`config.mk`:
```
export PLATFORM = sky130hd
export DESIGN_NAME = cx_switch_ooo
export DESIGN_NICKNAME = d
export VERILOG_FILES = /design/src/rtl/cx_switch_pkg.sv /design/src/rtl/cx_order_fifo.sv /design/src/rtl/cx_switch_ooo.sv
export SDC_FILE = /design/constraint.sdc
export NUM_CORES = 1
export LEC_CHECK = 0
export ABC_CLOCK_PERIOD_IN_PS = 6500
export CAP_MARGIN = 20
export CORE_AREA = 2 2 130 132
export DETAILED_ROUTE_END_ITERATION = 16
export DIE_AREA = 0 0 132 134
export GPL_ROUTABILITY_DRIVEN = 0
export PLACE_DENSITY = 0.81
export SLEW_MARGIN = 30
export SYNTH_ARGS = -nofsm -noshare
export SYNTH_HDL_FRONTEND = slang
export SYNTH_HIERARCHICAL = 1
export SYNTH_SLANG_ARGS = --single-unit
```
`constraint.sdc`:
```
create_clock -name clk -period 6.5 [get_ports clk]
set_input_delay 1.95 -clock clk [delete_from_list [all_inputs] [get_ports clk]]
set_output_delay 1.95 -clock clk [all_outputs]
set_load 0.01 [all_outputs]
```
`src/rtl/cx_switch_pkg.sv`:
```
// Shared definitions for the out-of-order-capable CX switch.
// Contents:
//   ST_*           response status codes returned to the host
//   CX_ID_MAX_W    widest CXU id the order entry can carry
//   order_entry_t  one outstanding request: {err, id}
//   clog2          ceil(log2(n)), never less than 1, for counter widths
package cx_switch_pkg;

  localparam logic [3:0] ST_OK      = 4'h0;
  localparam logic [3:0] ST_BAD_ID  = 4'h1;
  localparam logic [3:0] ST_TIMEOUT = 4'h2;

  // The id field is sized for the widest supported ID_W; narrower ids
  // are zero-extended on push.
  localparam int CX_ID_MAX_W = 8;

  typedef struct packed {
    logic                   err;
    logic [CX_ID_MAX_W-1:0] id;
  } order_entry_t;

  // Returns at least 1 so that degenerate sizes still give a legal vector.
  function automatic int clog2(input int n);
    int r;
    r = 1;
    while ((1 << r) < n) r++;
    return r;
  endfunction

endpackage

```
`src/rtl/cx_order_fifo.sv`:
```
// Synchronous FIFO holding the order of outstanding CX requests.
// Ports:
//   clk, rst        clock, synchronous active-low reset
//   push, push_data write one entry (caller guarantees not full unless popping)
//   pop             remove the head entry (caller guarantees not empty)
//   full, empty     occupancy flags
//   head            current head entry, valid while !empty
// Push and pop in the same cycle are allowed at any occupancy.
module cx_order_fifo
  import cx_switch_pkg::*;
#(
  parameter int WIDTH = 9,
  parameter int DEPTH = 4
) (
  input  logic             clk,
  input  logic             rst,
  input  logic             push,
  input  logic [WIDTH-1:0] push_data,
  input  logic             pop,
  output logic             full,
  output logic             empty,
  output logic [WIDTH-1:0] head
);

  localparam int AW = clog2(DEPTH);
  localparam int CW = clog2(DEPTH + 1);

  logic [WIDTH-1:0] mem_q [DEPTH];
  logic [AW-1:0]    wr_ptr_q, wr_ptr_d;
  logic [AW-1:0]    rd_ptr_q, rd_ptr_d;
  logic [CW-1:0]    count_q, count_d;

  // DEPTH is a power of two, so the pointers wrap by plain overflow.
  always_comb begin
    wr_ptr_d = wr_ptr_q + AW'(push);
    rd_ptr_d = rd_ptr_q + AW'(pop);
    unique case ({push, pop})
      2'b10:   count_d = count_q + CW'(1);
      2'b01:   count_d = count_q - CW'(1);
      default: count_d = count_q;
    endcase
  end

  always_ff @(posedge clk) begin
    if (!rst) begin
      wr_ptr_q <= '0;
      rd_ptr_q <= '0;
      count_q  <= '0;
    end else begin
      wr_ptr_q <= wr_ptr_d;
      rd_ptr_q <= rd_ptr_d;
      count_q  <= count_d;
    end
  end

  // Storage needs no reset: entries are only read once the count says so.
  always_ff @(posedge clk) begin
    if (push) mem_q[wr_ptr_q] <= push_data;
  end

  assign full  = (count_q == CW'(DEPTH));
  assign empty = (count_q == '0);
  assign head  = mem_q[rd_ptr_q];

endmodule

```
`src/rtl/cx_switch_ooo.sv`:
```
// CX switch: routes requests from the Ibex CX port to N_CXU extension units,
// keeps up to DEPTH requests outstanding and returns responses in request
// order. Invalid CXU ids get a synthesised ST_BAD_ID response, and a head
// request that waits TIMEOUT cycles gets ST_TIMEOUT (TIMEOUT = 0 disables).
// Ports:
//   clk, rst                 clock, synchronous active-low reset
//   cx_req_*                 host request (valid/ready, id, state, operands)
//   cx_resp_*                host response, registered (valid/ready, status, data)
//   cxu_req_valid/ready      one-hot request handshake toward the CXUs
//   cxu_state_id, cxu_data*  request payload broadcast to all CXUs
//   cxu_resp_*               per-CXU response handshake, packed data/status
module cx_switch_ooo
  import cx_switch_pkg::*;
#(
  parameter int N_CXU   = 4,
  parameter int ID_W    = 3,
  parameter int STATE_W = 2,
  parameter int XLEN    = 32,
  parameter int DEPTH   = 4,
  parameter int TIMEOUT = 256
) (
  input  logic                  clk,
  input  logic                  rst,
  input  logic                  cx_req_valid,
  output logic                  cx_req_ready,
  input  logic [ID_W-1:0]       cx_cxu_id,
  input  logic [STATE_W-1:0]    cx_state_id,
  input  logic [XLEN-1:0]       cx_req_data0,
  input  logic [XLEN-1:0]       cx_req_data1,
  output logic                  cx_resp_valid,
  input  logic                  cx_resp_ready,
  output logic [3:0]            cx_resp_status,
  output logic [XLEN-1:0]       cx_resp_data,
  output logic [N_CXU-1:0]      cxu_req_valid,
  input  logic [N_CXU-1:0]      cxu_req_ready,
  output logic [STATE_W-1:0]    cxu_state_id,
  output logic [XLEN-1:0]       cxu_data0,
  output logic [XLEN-1:0]       cxu_data1,
  input  logic [N_CXU-1:0]      cxu_resp_valid,
  output logic [N_CXU-1:0]      cxu_resp_ready,
  input  logic [N_CXU*XLEN-1:0] cxu_resp_data,
  input  logic [N_CXU*4-1:0]    cxu_resp_status
);

  localparam int DCW = clog2(DEPTH + 1);
  localparam int TW  = clog2(TIMEOUT + 1);
  localparam logic [TW-1:0] T_LAST = (TIMEOUT == 0) ? '0 : TW'(TIMEOUT - 1);

  logic            vid, tgt_ready, accept, full, empty;
  order_entry_t    push_ent, head_ent;
  logic            head_rv, head_drop_zero;
  logic [3:0]      head_st;
  logic [XLEN-1:0] head_data;
  logic            ev_err, ev_resp, ev_to, load;

  logic            resp_valid_q, resp_valid_d;
  logic [3:0]      resp_status_q, resp_status_d;
  logic [XLEN-1:0] resp_data_q, resp_data_d;
  logic [TW-1:0]   timer_q, timer_d;
  logic [DCW-1:0]  drop_cnt_q [N_CXU];
  logic [DCW-1:0]  drop_cnt_d [N_CXU];

  // ---------------- request path ----------------
  assign cxu_state_id = cx_state_id;
  assign cxu_data0    = cx_req_data0;
  assign cxu_data1    = cx_req_data1;

  always_comb begin
    vid       = (32'(cx_cxu_id) < N_CXU);
    // Invalid ids match no CXU and are accepted without a target handshake.
    tgt_ready = 1'b1;
    for (int i = 0; i < N_CXU; i++) begin
      if (cx_cxu_id == ID_W'(i)) tgt_ready = cxu_req_ready[i];
    end
    cx_req_ready = !full && tgt_ready;
    accept       = cx_req_valid && cx_req_ready;
    push_ent.err = !vid;
    push_ent.id  = CX_ID_MAX_W'(cx_cxu_id);
  end

  generate
    for (genvar gi = 0; gi < N_CXU; gi++) begin : g_req
      assign cxu_req_valid[gi] = cx_req_valid && !full && vid && (cx_cxu_id == ID_W'(gi));
    end
  endgenerate

  cx_order_fifo #(
    .WIDTH ($bits(order_entry_t)),
    .DEPTH (DEPTH)
  ) u_order_fifo (
    .clk       (clk),
    .rst       (rst),
    .push      (accept),
    .push_data (push_ent),
    .pop       (load),
    .full      (full),
    .empty     (empty),
    .head      (head_ent)
  );

  // ---------------- head resolution ----------------
  always_comb begin
    head_rv        = 1'b0;
    head_drop_zero = 1'b0;
    head_st        = '0;
    head_data      = '0;
    for (int i = 0; i < N_CXU; i++) begin
      if (head_ent.id == CX_ID_MAX_W'(i)) begin
        head_rv        = cxu_resp_valid[i];
        head_drop_zero = (drop_cnt_q[i] == '0);
        head_st        = cxu_resp_status[i*4 +: 4];
        head_data      = cxu_resp_data[i*XLEN +: XLEN];
      end
    end
    // A CXU with pending drops still owes responses to timed-out requests,
    // so its next response cannot belong to the current head.
    ev_err  = !empty && head_ent.err;
    ev_resp = !empty && !head_ent.err && head_drop_zero && head_rv;
    ev_to   = !empty && !head_ent.err && !ev_resp && (TIMEOUT != 0) && (timer_q == T_LAST);
    load    = (ev_err || ev_resp || ev_to) && (!resp_valid_q || cx_resp_ready);
  end

  generate
    for (genvar gi = 0; gi < N_CXU; gi++) begin : g_resp_ready
      assign cxu_resp_ready[gi] = (drop_cnt_q[gi] != '0) ||
                                  (load && ev_resp && (head_ent.id == CX_ID_MAX_W'(gi)));
    end
  endgenerate

  // ---------------- next state ----------------
  always_comb begin
    resp_valid_d  = resp_valid_q;
    resp_status_d = resp_status_q;
    resp_data_d   = resp_data_q;
    if (load) begin
      resp_valid_d = 1'b1;
      if (ev_err) begin
        resp_status_d = ST_BAD_ID;
        resp_data_d   = '0;
      end else if (ev_resp) begin
        resp_status_d = head_st;
        resp_data_d   = head_data;
      end else begin
        resp_status_d = ST_TIMEOUT;
        resp_data_d   = '0;
      end
    end else if (cx_resp_ready) begin
      resp_valid_d = 1'b0;
    end

    // The timer parks on its last value while a timeout is blocked by host
    // backpressure, so the timeout event is not lost.
    if (empty || load) begin
      timer_d = '0;
    end else if ((TIMEOUT != 0) && (timer_q != T_LAST)) begin
      timer_d = timer_q + TW'(1);
    end else begin
      timer_d = timer_q;
    end

    for (int i = 0; i < N_CXU; i++) begin
      drop_cnt_d[i] = drop_cnt_q[i];
      if (load && ev_to && (head_ent.id == CX_ID_MAX_W'(i)) &&
          !((drop_cnt_q[i] != '0) && cxu_resp_valid[i])) begin
        if (drop_cnt_q[i] != DCW'(DEPTH)) drop_cnt_d[i] = drop_cnt_q[i] + DCW'(1);
      end else if ((drop_cnt_q[i] != '0) && cxu_resp_valid[i] &&
                   !(load && ev_to && (head_ent.id == CX_ID_MAX_W'(i)))) begin
        drop_cnt_d[i] = drop_cnt_q[i] - DCW'(1);
      end
    end
  end

  always_ff @(posedge clk) begin
    if (!rst) begin
      resp_valid_q  <= 1'b0;
      resp_status_q <= '0;
      resp_data_q   <= '0;
      timer_q       <= '0;
      for (int i = 0; i < N_CXU; i++) drop_cnt_q[i] <= '0;
    end else begin
      resp_valid_q  <= resp_valid_d;
      resp_status_q <= resp_status_d;
      resp_data_q   <= resp_data_d;
      timer_q       <= timer_d;
      for (int i = 0; i < N_CXU; i++) drop_cnt_q[i] <= drop_cnt_d[i];
    end
  end

  assign cx_resp_valid  = resp_valid_q;
  assign cx_resp_status = resp_status_q;
  assign cx_resp_data   = resp_data_q;

endmodule

```
Word level (Yosys, flattened, before mapping) --
Memory sizes are Yosys's and may differ from the RTL's. A register that Yosys moved wholly into a read port is not among the register bits. Index checks and enable logic that the tools add are counted.
Cells by class: $add $sub $neg 13, order comparisons 1, equal/unequal tests 15, muxes and demuxes 48, bitwise operators 5, reductions and logical operators 73
Operator list (number):
- two-way mux 32 bit | 6
- two-way mux 3 bit | 16
- logical AND 1 bit | 37
- two-way mux 4 bit | 6
- logical NOT 3 bit | 6
- two-way mux 1 bit | 18
- == test 8 x 2 -> 1 bit (second input constant) | 2
- adder 3 x 1 -> 3 bit (second input constant) | 5
- subtractor 3 x 1 -> 3 bit (second input constant) | 5
- logical NOT 1 bit | 14
- != test 3 bit (second input constant) | 4
- nonzero test 3 bit | 4
- adder 9 x 1 -> 9 bit (second input constant) | 1
- == test 9 x 8 -> 1 bit (second input constant) | 1
- != test 9 x 8 -> 1 bit (second input constant) | 1
- == test 8 x 1 -> 1 bit (second input constant) | 1
- logical NOT 8 bit | 1
- logical OR 1 bit | 8
- == test 3 x 2 -> 1 bit (second input constant) | 2
- one-hot mux 3 bit (2 select lines) | 1
- adder 2 x 1 -> 2 bit | 2
- OR 1 bit | 4
- nonzero test 2 bit | 2
- == test 3 x 1 -> 1 bit (second input constant) | 1
- other kinds (7) | 7
Storage, ports and cells: register bits after elaboration 53, bits in writable memories 28, output and inout bits 112, logic and storage cells 164, memories 2
Memory list:
- u_order_fifo.mem_q | words 4, width 4, read ports 1, clocked after memory_dff 1, wr ports 1, RTL line cx_order_fifo.sv:28 | logic [WIDTH-1:0] mem_q [DEPTH];
- drop_cnt_q | words 4, width 3, read ports 4, clocked after memory_dff 0, wr ports 4, RTL line cx_switch_ooo.sv:60 | logic [DCW-1:0] drop_cnt_q [N_CXU];

Logic depth before layout (Yosys ltp) --
Gate-level depths: netlist (run 1). An unclocked memory read counts as a cell.
word-level depth 20, mapped depth 15, depth with buffers taken out 13

Modules after synthesis --
Netlist (run 1), hierarchy kept.
Modules (own cells, without submodules):
- cx_switch_ooo | times used 1, cells each 420, area an instance 4274.1 sq um, seq. area each 1161.1 sq um
- cx_order_fifo | times used 1, cells each 84, area an instance 1650.3 sq um, seq. area each 1221.2 sq um

Least setup slack after synthesis (run 1) --
No wires, ideal clock.
path kind input to output, start input cxu_resp_valid[3], end output cxu_resp_ready[0], arrival time 3.292 ns, required time 4.550 ns, setup slack 1.258 ns, cell stages on the path 6, path buffers 2, cell sequence clkbuf_1 and4b_1 a22oi_1 a21o_1 buf_2 o41ai_1
On the way: longest elaborated chain between the ends 10
Ends and longest elaborated chain:
- start: declaration | RTL line cx_switch_ooo.sv:39 | input logic [N_CXU-1:0] cxu_resp_valid,
- two-way mux 1 bit * | RTL line cx_switch_ooo.sv:108 | if (head_ent.id == CX_ID_MAX_W'(i)) begin
- logical AND 1 bit * | RTL line cx_switch_ooo.sv:118 | ev_resp = !empty && !head_ent.err && head_drop_zero && head_rv;
- logical NOT 1 bit | RTL line cx_switch_ooo.sv:119 | ev_to = !empty && !head_ent.err && !ev_resp && (TIMEOUT != 0) && (timer_q == T_LAST);
- logical AND 1 bit (2 in a row) | RTL line cx_switch_ooo.sv:119
- logical OR 1 bit | RTL line cx_switch_ooo.sv:120 | load = (ev_err || ev_resp || ev_to) && (!resp_valid_q || cx_resp_ready);
- logical AND 1 bit | RTL line cx_switch_ooo.sv:120
- logical AND 1 bit * (2 in a row) | RTL line cx_switch_ooo.sv:126 | (load && ev_resp && (head_ent.id == CX_ID_MAX_W'(gi)));
- logical OR 1 bit * | RTL line cx_switch_ooo.sv:125 | assign cxu_resp_ready[gi] = (drop_cnt_q[gi] != '0) ||
- end: declaration | RTL line cx_switch_ooo.sv:40 | output logic [N_CXU-1:0] cxu_resp_ready,
Mark *: on every way between the ends. The rest lies on a longest branch, timed or not.

Final worst setup path (run 1) --
Same ends and word-level chain as after synthesis.

==> results of run 1 <==
-- power by group --
group | internal (W) | total (W) | leakage, nW | switching [W]
Clock | 0.000285 | 0.000579 | 0.157 | 0.000293
Sequential | 0.000715 | 0.000773 | 0.855 | 0.0000578
Combinational | 0.000432 | 0.000857 | 1.85 | 0.000424
Total | 0.00143 | 0.00221 | 2.86 | 0.000775
-- placed cells by master, fill, tap and decap left out, types with 3 or more instances in the layout --
cell type	count
clkdlybuf4s50_1	204
dfxtp_1	65
mux4_2	46
edfxtp_1	36
a22o_1	34
nor2_1	21
nand2_1	21
conb_1	20
buf_4	16
nand2b_1	13
nor3_1	12
nor4_1	10
inv_1	10
a21oi_1	9
mux2i_1	9
clkbuf_16	9
nand3_1	8
and2_1	7
xor2_1	7
xnor2_1	6
nor2b_1	5
or2_2	5
o41ai_1	5
fa_1	5
ha_1	5
a22oi_1	4
and3_1	4
nor3b_1	4
o21ai_0	4
and3b_1	3
o31ai_1	3
o211ai_1	3
inv_8	3
-- worst max-delay path, stage by stage --
cell and delay, ns:
clkdlybuf4s50_1 0.50, and4b_1 0.25, a22oi_1 0.12, a21o_1 0.37, o41ai_1 0.37, clkdlybuf4s50_1 0.61
-- stage by stage --
stage                     util [%]  instance area [µm²]  total power [W]  setup slack (ns)  std cells
after floorplan                  -                 6000          0.00137              1.26        523
after global placement        47.8                 7780          0.00162             0.446        864
after detailed placement      47.8                 7780          0.00164             0.402        864
after CTS                     49.7                 8100          0.00223             0.381        880
after global routing          49.7                 8100          0.00234             0.237        880
final                         49.7                 8100          0.00221             0.378        880
-- registers in the layout, indices dropped and copies added (netlist names) --
signal	count
u_order_fifo/mem_q	36
cx_resp_data	32
drop_cnt_q	12
timer_q	9
cx_resp_status	4
u_order_fifo/count_q	3
u_order_fifo/rd_ptr_q	2
u_order_fifo/wr_ptr_q	2
cx_resp_valid	1
-- kinds of logic after synthesis --
family,Yosys count,synth area share (%)
other,1,0.0633
muxes,55,19.0
adders and majority gates,10,2.75
xor gates and xnor gates,13,1.92
and+or+nand+nor,127,12.2
DFF,101,40.2
buffers and inverters,111,11.8
AOI/OAI and AO/OA,86,12.1
-- metal layers --
layer | vias up | part of all wire (%)
li1 | 2144 | -
met1 | 2333 | 41
met2 | 230 | 49
met3 | 26 | 8.6
met4 | 2 | 1.7
met5 | - | 0.077
-- synth_stat cells, types with 2 or more instances --
library cell	n
mux4_2	46
o21ai_0	4
or4_1	2
a22o_1	34
mux2i_1	9
o221ai_1	2
nand3_1	8
a21o_1	2
xor2_1	7
or4_4	2
edfxtp_1	36
buf_4	66
o211ai_1	3
clkbuf_1	19
o2111ai_1	2
nand4_1	2
nor4_1	10
a41oi_1	2
or3_1	2
nand2b_1	13
and3b_1	3
or2_2	5
nand2_1	21
nor2b_1	5
a22oi_1	4
o21a_1	2
a2111oi_2	2
o31ai_1	3
a21oi_1	9
inv_1	10
dfxtp_1	65
buf_6	3
ha_1	5
fa_1	5
nor3b_1	4
and2_1	7
buf_2	9
xnor2_1	6
and3_1	4
o41ai_1	5
nor2_1	21
nor3_1	12
-- cell type report --
class	count	area, µm²
Fill cell	1463	8190
Multi-Input combinational cell	311	2910
Sequential cell	101	2380
Timing Repair Buffer	220	2160
Tap cell	220	275
Clock buffer	9	225
Clock inverter	7	98.8
Inverter	12	45.0
-- worst paths after layout --
path,from,end,slack [ns],cells after the start
setup reg to reg,u_order_fifo/rd_ptr_q[0],drop_cnt_q[2][2],2.29,9
hold reg to reg,cx_resp_data[9],cx_resp_data[9],0.48,1
hold / removal,cx_resp_data[9],cx_resp_data[9],0.48,1
setup / recovery,cxu_resp_valid[3],cxu_resp_ready[0],0.38,6
==> implementation parameters, run 1 <==
Parameter                              Value

Outcome
  Outcome    finished clean

Floorplan
  Effective utilization at floorplan    36.4%
  I/O pin count    337
  Total core area    0.0163 mm²
  Die Area    0.0177 mm²
  Die X-Extent    132 µm
  Cell row count    47
  Die Ht    134 µm

Timing
  Setup repair after global routing missed its margin    false
  Transition at the pin with the smallest max-transition slack    0.864 ns
  Total setup violations reported at the end of the flow    0
  Setup total negative slack    0 ns
  Endpoints failing hold    0
  Max-slew violation total from the final report    0
  Clock Skew    0.0103 ns
  Min Hold Slack    0.482 ns
  Ratio of final minimum period to clock period    94.2%
  Maximum frequency from static timing analysis    163 MHz
  Min Tclk post-route    6.12 ns
  Relative slew slack    42.2%

Layout
  Synth-to-layout area growth    36.8%
  Fraction of final layout cells sized beyond drive strength 1    14.1%
  # diodes    0
  Net total in the final layout    890

Setup path
  Kind of capture point of the worst setup path    output port
  Biggest fanout along the worst timing path    9
  Crit path required time    4.55 ns
  Kind of critical path    in2out
  Arrival @ worst endpoint    4.17 ns
  Kind of start point of the critical path    input port

CTS
  Clk slew on worst S/H paths    0.07 ns
  Clock latency on the worst-skew pair    0.36 ns
  CTS Hold Bufs    0
  Number of buffers inserted by post-CTS setup repair    0
  Number of gates given a new drive strength after cts    0
  Sink count of the clock tree    101
  Number of CTS-inserted buffers    9
  TritonCTS clock tree    yes
  Buffers from clock root to sink, at most    2
  H-tree levels    3
  Clk root buf    clkbuf_16

GRT
  Total congestion overflow after global routing    0
  Global Route met3 Usage    6.20%
  Peak-usage layer in the global routing report    met2
  Pin count of the biggest net entering global routing    35
  GR Util met2    31.0%
  Overall track demand over capacity in global routing    19.0%
  Number of global-route vias before repair    4758
  Global-route wire length before repair    25.7 mm
  Met1 usage    23.5%
  Initial antenna violation count    1

Logic synthesis
  FFs w/ async S/R, synth    0%
  Largest area contributor in the netlist    dfxtp_1
  Largest cells by area after synthesis    dfxtp_1 (22%), edfxtp_1 (18%), mux4_2 (17%)
  Fraction of the yosys area taken by sequential cells    40.2%
  Post-synthesis area per instance    11.8 µm²
  Yosys synthesis warning count    6
  Most used DFF post-synth    dfxtp_1
  Post-Syn Instances    504
  Number of library cell types mapped by synthesis    65
  Syn Std Cell Area    0.00592 mm²
  Number of synthesized flops with an enable pin    36
  Post-synthesis sequential element count    101
  Fraction of synthesized cell area taken by the top area cell type    22.0%

Routing
  Total via count in the routed design    4735
  Post-DR wirelength/cell    19.1 µm
  Number of design rule violations left after detail routing    0
  Routed wire length    16.8 mm
  Post-DR vias/cell    5.38
  First-pass iteration count of the detailed router    4
  Antenna Nets Post-Route    0
  Number of DRC markers after the initial detailed-route iteration    242

Pwr
  Leakage power of the design    2.86 nW
  Worst voltage drop across the vdd grid    0.146 mV
  Power per standard cell area    273 mW/mm²

Place
  I/O Buffers    204
  HPWL after detailed placement    12.9 mm

Hold path
  Kind of path behind the tightest hold check    reg2reg

Flow run
  Max-Cap Viols    0
No activity file was read; power rests on OpenSTA's default activity.
==> run 2: changes to the inputs <==
--- a/config.mk
+++ b/config.mk
@@ -5,13 +5,14 @@
 export SDC_FILE = /design/constraint.sdc
 export NUM_CORES = 1
 export LEC_CHECK = 0
+export ABC_AREA = 1
 export ABC_CLOCK_PERIOD_IN_PS = 6500
 export CAP_MARGIN = 20
-export CORE_AREA = 2 2 130 132
+export CORE_AREA = 2 2 131 133
 export DETAILED_ROUTE_END_ITERATION = 16
-export DIE_AREA = 0 0 132 134
+export DIE_AREA = 0 0 133 135
 export GPL_ROUTABILITY_DRIVEN = 0
-export PLACE_DENSITY = 0.81
+export PLACE_DENSITY = 0.82
 export SLEW_MARGIN = 30
 export SYNTH_ARGS = -nofsm -noshare
 export SYNTH_HDL_FRONTEND = slang
==> run 2 against run 1 <==
  * Global-route usage hardly changed
  * Critical path depth is 6 higher
  * Non-clock buffer count is 4 lower
  * Cell count is 30% higher
  * Sequential share of layout area is 0.65 points lower
  * Wire length is 4.6% higher
  * Via count is 18% higher
  * Register-to-register slack better by 0.51 ns
  * Synthesized area is 4.4% higher
  * Critical path type unchanged
  * Highest routed layer is now met4
==> implementation parameters, run 2 <==
Parameter                              Value

Outcome
  Outcome    finished clean

CTS
  Number of gates given a new drive strength after cts    0 (unchanged)
  CTS Hold Bufs    0 (unchanged)
  Clock latency on the worst-skew pair    0.35 ns (about the same)
  TritonCTS clock tree    yes
  Clk slew on worst S/H paths    0.07 ns (about the same)
  Number of buffers inserted by post-CTS setup repair    0 (unchanged)
  Number of CTS-inserted buffers    9 (unchanged)
  Clk root buf    clkbuf_16
  H-tree levels    3 (unchanged)
  Buffers from clock root to sink, at most    2 (unchanged)
  Sink count of the clock tree    101 (unchanged)

Timing
  Relative slew slack    46.0% (+3.9 points)
  Total setup violations reported at the end of the flow    0 (unchanged)
  Endpoints failing hold    0 (unchanged)
  Min setup slack post-route    0.467 ns (+0.0886 ns)
  Setup total negative slack    0 ns (unchanged)
  Max-slew violation total from the final report    0 (unchanged)
  Clock Skew    0.00767 ns (-0.00267 ns)
  Min Tclk post-route    6.03 ns (-0.0886 ns)
  Setup repair after global routing missed its margin    false
  Maximum frequency from static timing analysis    166 MHz (+1.5%)
  Ratio of final minimum period to clock period    92.8% (-1.4 points)
  Transition at the pin with the smallest max-transition slack    0.804 ns (-0.0608 ns)

Pwr
  Internal power    0.00141 W (-1.4%)
  NetSw    0.000857 W (+11%)
  Leakage power of the design    3.12 nW (+9.2%)
  Worst voltage drop across the vdd grid    0.170 mV (+17%)
  Post-layout power    0.00227 W (+2.8%)
  Sequential share of power    35.8% (+0.8 points)
  Switching part of the total    37.8% (+2.6 points)
  Clock network fraction of total power    25.4% (-0.8 points)
  Power per standard cell area    274 mW/mm² (+0.51%)
  Power share of the combinational group    38.8% (about the same)

Setup path
  Arrival @ worst endpoint    4.08 ns (-0.09 ns)
  Critical-path cell list    clkdlybuf4s50_1 -> nand3_1 -> nand3_1 -> nor2_2 -> nor2_4 -> inv_2 -> nand3_4 -> nand2_4 -> nor2_8 -> inv_2 -> o21ai_2 -> clkdlybuf4s50_1
  Crit-path max cell delay    0.54 ns (-0.07 ns)
  Crit path required time    4.55 ns (about the same)
  Kind of capture point of the worst setup path    output port
  Cell type of the slowest stage on the worst timing path    clkdlybuf4s50_1
  Biggest fanout along the worst timing path    7 (-2)
  Kind of start point of the critical path    input port
  Kind of critical path    in2out

Floorplan
  Cell row count    47 (unchanged)
  Die Ht    135 µm (+0.75%)
  I/O pin count    337 (unchanged)
  Total core area    0.0164 mm² (+0.72%)
  Effective utilization at floorplan    37.7% (+1.3 points)
  Die Area    0.0180 mm² (+1.5%)
  Die X-Extent    133 µm (+0.76%)

Place
  Worst slack at placement    0.464 ns (+0.0615 ns)
  HPWL after detailed placement    12.9 mm (about the same)
  Cell total after placement    1129 (+31%)
  I/O Buffers    204 (unchanged)
  Post-DP Area    0.00797 mm² (+2.4%)

Hold path
  Kind of path behind the tightest hold check    reg2reg

Logic synthesis
  Syn Std Cell Area    0.00618 mm² (+4.4%)
  Most instantiated cells after synthesis    nand2_1 (169), buf_4 (68), dfxtp_1 (65)
  Most used DFF post-synth    dfxtp_1
  Post-Syn Instances    775 (+54%)
  Adder-cell share of the synthesized area    2.63% (-0.12 points)
  Largest area contributor in the netlist    dfxtp_1
  Number of library cell types mapped by synthesis    48 (-26%)
  Cell with the most instances after synthesis    nand2_1
  Number of synthesized flops with an enable pin    36 (unchanged)
  Mux contribution to synthesized area    0.162% (-19 points)
  FFs w/ async S/R, synth    0% (unchanged)
  Yosys synthesis warning count    6 (unchanged)
  Fraction of synthesized cell area taken by the top area cell type    21.0% (-0.92 points)
  Fraction of the yosys area taken by sequential cells    38.5% (-1.7 points)
  Compound-gate portion of the synthesized area    17.4% (+5.4 points)
  Largest cells by area after synthesis    dfxtp_1 (21%), edfxtp_1 (17%), nand2_1 (10%)
  Combinational family with the most area after synthesis    simple AND/OR/NAND/NOR gates
  Post-Synth XOR/XNOR Area    0.850% (-1.1 points)
  Simple-gate share of the synthesized area    25.3% (+13 points)
  Post-synthesis area per instance    7.98 µm² (-32%)
  Post-synthesis sequential element count    101 (unchanged)

Layout
  Non-filler instance count after layout    1145 (+30%)
  Leading cell type in the layout, fill and taps excluded    clkdlybuf4s50_1
  Fraction of final layout cells sized beyond drive strength 1    11.8% (-2.3 points)
  Post-route design area    0.00829 mm² (+2.3%)
  Synth-to-layout area growth    34.0%
  # diodes    0 (unchanged)
  Commonest cells after routing, fill and taps aside    clkdlybuf4s50_1 (204), nand2_1 (169), dfxtp_1 (65)
  Register with the most flip-flops    u_order_fifo/mem_q
  Flip-flop count of the largest register, all copies and words added    36 (unchanged)
  Net total in the final layout    1155 (+30%)

Routing
  Routed wire length    17.6 mm (+4.6%)
  Post-DR wirelength/cell    15.3 µm (-20%)
  Number of design rule violations left after detail routing    0 (unchanged)
  Antenna Nets Post-Route    0 (unchanged)
  Total via count in the routed design    5565 (+18%)
  Post-DR vias/cell    4.86 (-9.7%)
  Number of DRC markers after the initial detailed-route iteration    334 (+38%)
  First-pass iteration count of the detailed router    5 (+1)

GRT
  Pin count of the biggest net entering global routing    42 (+20%)
  Global-route wire length before repair    26.6 mm (+3.4%)
  Total congestion overflow after global routing    0 (unchanged)
  Initial antenna violation count    0 (-1)
  Overall track demand over capacity in global routing    19.0% (-0.043 points)
  Number of global-route vias before repair    5289 (+11%)

Flow run
  Max-Cap Viols    0 (unchanged)
-- run 2: kinds of logic after synthesis --
family / after synthesis
simple gates: 339
buf+inv: 160
compound gates: 157
flops: 101
fa+ha+maj: 10
xor+xnor: 6
other cells: 1
mux: 1
-- run 2: path summary, 6_finish.rpt --
| check | startpoint | end | slack (ns) | depth (start not counted) |
|---|---|---|---|---|
| setup / recovery | cxu_resp_valid[1] | cxu_resp_ready[2] | 0.47 | 12 |
| hold / removal | cx_resp_status[2] | cx_resp_status[2] | 0.46 | 2 |
| setup reg to reg | u_order_fifo/rd_ptr_q[0] | u_order_fifo/count_q[2] | 2.80 | 23 |
| hold reg to reg | cx_resp_status[2] | cx_resp_status[2] | 0.46 | 2 |
-- run 2: routing by layer --
layer | routed length, µm | global-route usage, %
met3 | 1360 | 5.11
met1 | 7790 | 24.6
met4 | 330 | 6.63
met5 | 0 | 0
met2 | 8070 | 30.5
-- run 2: area by class of cell --
cell class	instances	area (µm²)
fillers	1488	8120
well taps	220	275
repair buffers	216	2130
inverters	59	229
multi-input cells	533	2950
clock buffers	9	225
clock inverters	7	95.1
flip-flops and latches	101	2380
-- run 2: power groups by stage --
stage                     clock network [W]  logic [W]  registers [W]
final                              0.000576   0.000881       0.000812
after floorplan                           0   0.000657       0.000798
after CTS                          0.000595   0.000888       0.000811
after detailed placement                  0   0.000883       0.000825
after global placement                    0   0.000862       0.000822
after global routing               0.000618   0.000988       0.000824
-- run 2: critical path, delay by kind of cell --
kind            cells  cell delay [ns]
buf+inv             4             1.23
simple gates        7             0.77
compound gates      1             0.11
-- run 2: stage by stage --
step	hold WS, ns	util, %
6_report	0.457	50.5
5_1_grt	0.474	50.5
4_1_cts	0.463	50.5
3_5_place_dp	0.443	48.5
3_3_place_gp	0.440	48.5
2_1_floorplan	0.469	-
==> run 3: changes to the inputs <==
--- a/config.mk
+++ b/config.mk
@@ -6,8 +6,7 @@
 export NUM_CORES = 1
 export LEC_CHECK = 0
 export ABC_AREA = 1
-export ABC_CLOCK_PERIOD_IN_PS = 6500
-export CAP_MARGIN = 20
+export ABC_CLOCK_PERIOD_IN_PS = 7420
 export CORE_AREA = 2 2 131 133
 export DETAILED_ROUTE_END_ITERATION = 16
 export DIE_AREA = 0 0 133 135
==> constraint.sdc (replaced) <==
create_clock -name clk -period 7.42 [get_ports clk]
set_input_delay 2.226 -clock clk [delete_from_list [all_inputs] [get_ports clk]]
set_output_delay 2.226 -clock clk [all_outputs]
set_load 0.01 [all_outputs]
==> run 3 against run 2 <==
  * Die area unchanged
  * Wire length increased by 1.6%
  * Combinational power decreased by 9.5%
  * Via count increased by 1.1%
  * Clock power decreased by 22%
  * Hold slack about the same
  * Count of clock-buffer cells in the layout unchanged
  * Sequential share of layout area increased by 0.10 points
  * Largest power group unchanged
==> implementation parameters, run 3 (same netlist as run 2, synthesis figures left out) <==
Parameter                              Value

Outcome
  Outcome    finished clean

Layout
  Count of fill cells added during filler insertion    1532 (+3.0%)
  Area of the multi-input gates    0.00295 mm² (unchanged)
  Commonest cells after routing, fill and taps aside    clkdlybuf4s50_1 (204), nand2_1 (169), dfxtp_1 (65)
  Post-route design area    0.00826 mm² (-0.35%)
  Net total in the final layout    1156 (+0.087%)
  Flip-flop count of the largest register, all copies and words added    36 (unchanged)
  Synth-to-layout area growth    33.5%
  Leading cell type in the layout, fill and taps excluded    clkdlybuf4s50_1
  Register with the most flip-flops    u_order_fifo/mem_q
  Sequential standard cell area    0.00238 mm² (unchanged)
  Fraction of final layout cells sized beyond drive strength 1    11.8% (-0.013 points)

Setup path
  Endpoint of the lowest-slack register-to-register path    u_order_fifo/count_q[2]
  Critical-path cell list    clkdlybuf4s50_1 -> nand3_1 -> nand3_1 -> nor2_2 -> nor2_4 -> inv_2 -> nand3_4 -> nand2_4 -> nor2_8 -> inv_2 -> o21ai_2 -> clkdlybuf4s50_1
  Critical register-to-register path startpoint    u_order_fifo/rd_ptr_q[1]
  Critical path depth    12 (unchanged)
  Kind of capture point of the worst setup path    output port
  Biggest fanout along the worst timing path    7 (unchanged)
  Crit-path max cell delay    0.55 ns (about the same)
  Crit path required time    5.19 ns (+0.64 ns)
  Internal reg-to-reg setup slack    4.05 ns (+1.25 ns)
  End of the critical path    cxu_resp_ready[2]
  Kind of start point of the critical path    input port
  Worst path top cell family by delay    buffers and inverters
  Startpoint of the most critical setup path    cxu_resp_valid[1]
  Number of cells on the worst reg-to-reg path    23 (unchanged)
  Cell type of the slowest stage on the worst timing path    clkdlybuf4s50_1
  Kind of critical path    in2out
  Crit path buffers/inverters    4 (unchanged)
  Arrival @ worst endpoint    4.40 ns (+0.32 ns)

CTS
  TritonCTS clock tree    yes
  H-tree levels    3 (unchanged)
  Buffers from clock root to sink, at most    2 (unchanged)
  Clock latency on the worst-skew pair    0.35 ns (about the same)
  Number of CTS-inserted buffers    9 (unchanged)
  Clk slew on worst S/H paths    0.07 ns (about the same)
  Number of gates given a new drive strength after cts    0 (unchanged)
  Sink count of the clock tree    101 (unchanged)
  Clk root buf    clkbuf_16
  Number of buffers inserted by post-CTS setup repair    0 (unchanged)
  CTS Hold Bufs    0 (unchanged)

GRT
  Global-route wire length before repair    27.9 mm (+4.8%)
  Pin count of the biggest net entering global routing    42 (unchanged)
  Total congestion overflow after global routing    0 (unchanged)
  Global Route met3 Usage    5.18% (+0.075 points)
  Met1 usage    26.1% (+1.5 points)
  Overall track demand over capacity in global routing    19.8% (+0.81 points)
  Peak-usage layer in the global routing report    met2
  GR Util met2    31.1% (+0.58 points)
  Number of global-route vias before repair    5466 (+3.3%)
  Initial antenna violation count    1 (+1)

Floorplan
  Cell row count    47 (unchanged)
  Total core area    0.0164 mm² (unchanged)
  Die Ht    135 µm (unchanged)
  Die X-Extent    133 µm (unchanged)
  Die Area    0.0180 mm² (unchanged)
  I/O pin count    337 (unchanged)
  Effective utilization at floorplan    37.7% (unchanged)

Routing
  Routed wire length    17.8 mm (+1.6%)
  Number of design rule violations left after detail routing    0 (unchanged)
  Post-DR wirelength/cell    15.6 µm (+1.4%)
  First-pass iteration count of the detailed router    5 (unchanged)
  Number of DRC markers after the initial detailed-route iteration    350 (+4.8%)
  Antenna Nets Post-Route    0 (unchanged)
  Post-DR vias/cell    4.90 (+0.92%)
  Total via count in the routed design    5626 (+1.1%)

Place
  I/O Buffers    204 (unchanged)
  Worst slack at placement    0.815 ns (+0.352 ns)
  Post-DP Area    0.00797 mm² (about the same)
  HPWL after detailed placement    13.2 mm (+2.2%)

Timing
  Endpoints failing hold    0 (unchanged)
  Ratio of final minimum period to clock period    89.4%
  Setup total negative slack    0 ns (unchanged)
  Min Tclk post-route    6.63 ns
  Min setup slack post-route    0.790 ns (+0.323 ns)
  Relative slew slack    58.5% (+12 points)
  Total setup violations reported at the end of the flow    0 (unchanged)
  Maximum frequency from static timing analysis    151 MHz
  Setup repair after global routing missed its margin    false
  Max-slew violation total from the final report    0 (unchanged)
  Transition at the pin with the smallest max-transition slack    0.621 ns (-0.182 ns)
  Clock Skew    0.00934 ns (+0.00168 ns)

Pwr
  Worst voltage drop across the vdd grid    0.161 mV (-5.6%)
  Leakage power of the design    3.10 nW (-0.65%)
  Post-layout power    0.00195 W (-14%)
  Power per standard cell area    236 mW/mm² (-14%)

Flow run
  Max-Cap Viols    0 (unchanged)

Hold path
  Kind of path behind the tightest hold check    reg2reg
[run 3: area by class of cell]
| type | instances | share of cell area [%] |
|---|---|---|
| antenna | 1 | 0.0303 |
| clock buffer | 9 | 2.73 |
| clock inverter | 7 | 0.682 |
| inverter | 59 | 2.77 |
| multi-input combinational | 533 | 35.7 |
| sequential | 101 | 28.9 |
| tap | 220 | 3.33 |
| timing repair buffer | 217 | 25.9 |
[run 3: metal layers]
layer,vias up,routed length [µm]
li1,2811,-
met1,2530,7810
met2,238,8110
met3,47,1480
met4,0,431
met5,-,0
[run 3: where the power goes]
part	switching (W)	total (W)	internal [W]
Sequential	0.0000539	0.000697	0.000643
Clock	0.000220	0.000452	0.000232
Combinational	0.000473	0.000797	0.000324
[run 3: tightest hold or removal path, stage by stage, from the launching register on]
cell	delay, ns
dfxtp_1	0.32
nand2_1	0.06
o21ai_2	0.04
[run 3: through the flow]
step	instances	hold slack [ns]	utilization, %
finish	1147	0.457	50.3
global route	1146	0.469	50.3
CTS	1146	0.460	50.3
detailed placement	1130	0.443	48.6
global placement	1130	0.440	48.6
floorplan	794	0.469	-
[run 3: how the worst min path moves through the flow]
stage / from / to / slack, ns / cells past startpoint
after global placement: cx_resp_data[7] / cx_resp_data[7] / 0.44 / 2
after CTS: cx_resp_data[2] / cx_resp_data[2] / 0.46 / 2
after global routing: cx_resp_data[17] / cx_resp_data[17] / 0.47 / 2
final: cx_resp_data[28] / cx_resp_data[28] / 0.46 / 2
after detailed placement: cx_resp_data[17] / cx_resp_data[17] / 0.44 / 2
after floorplan: cx_resp_status[2] / cx_resp_status[2] / 0.47 / 2
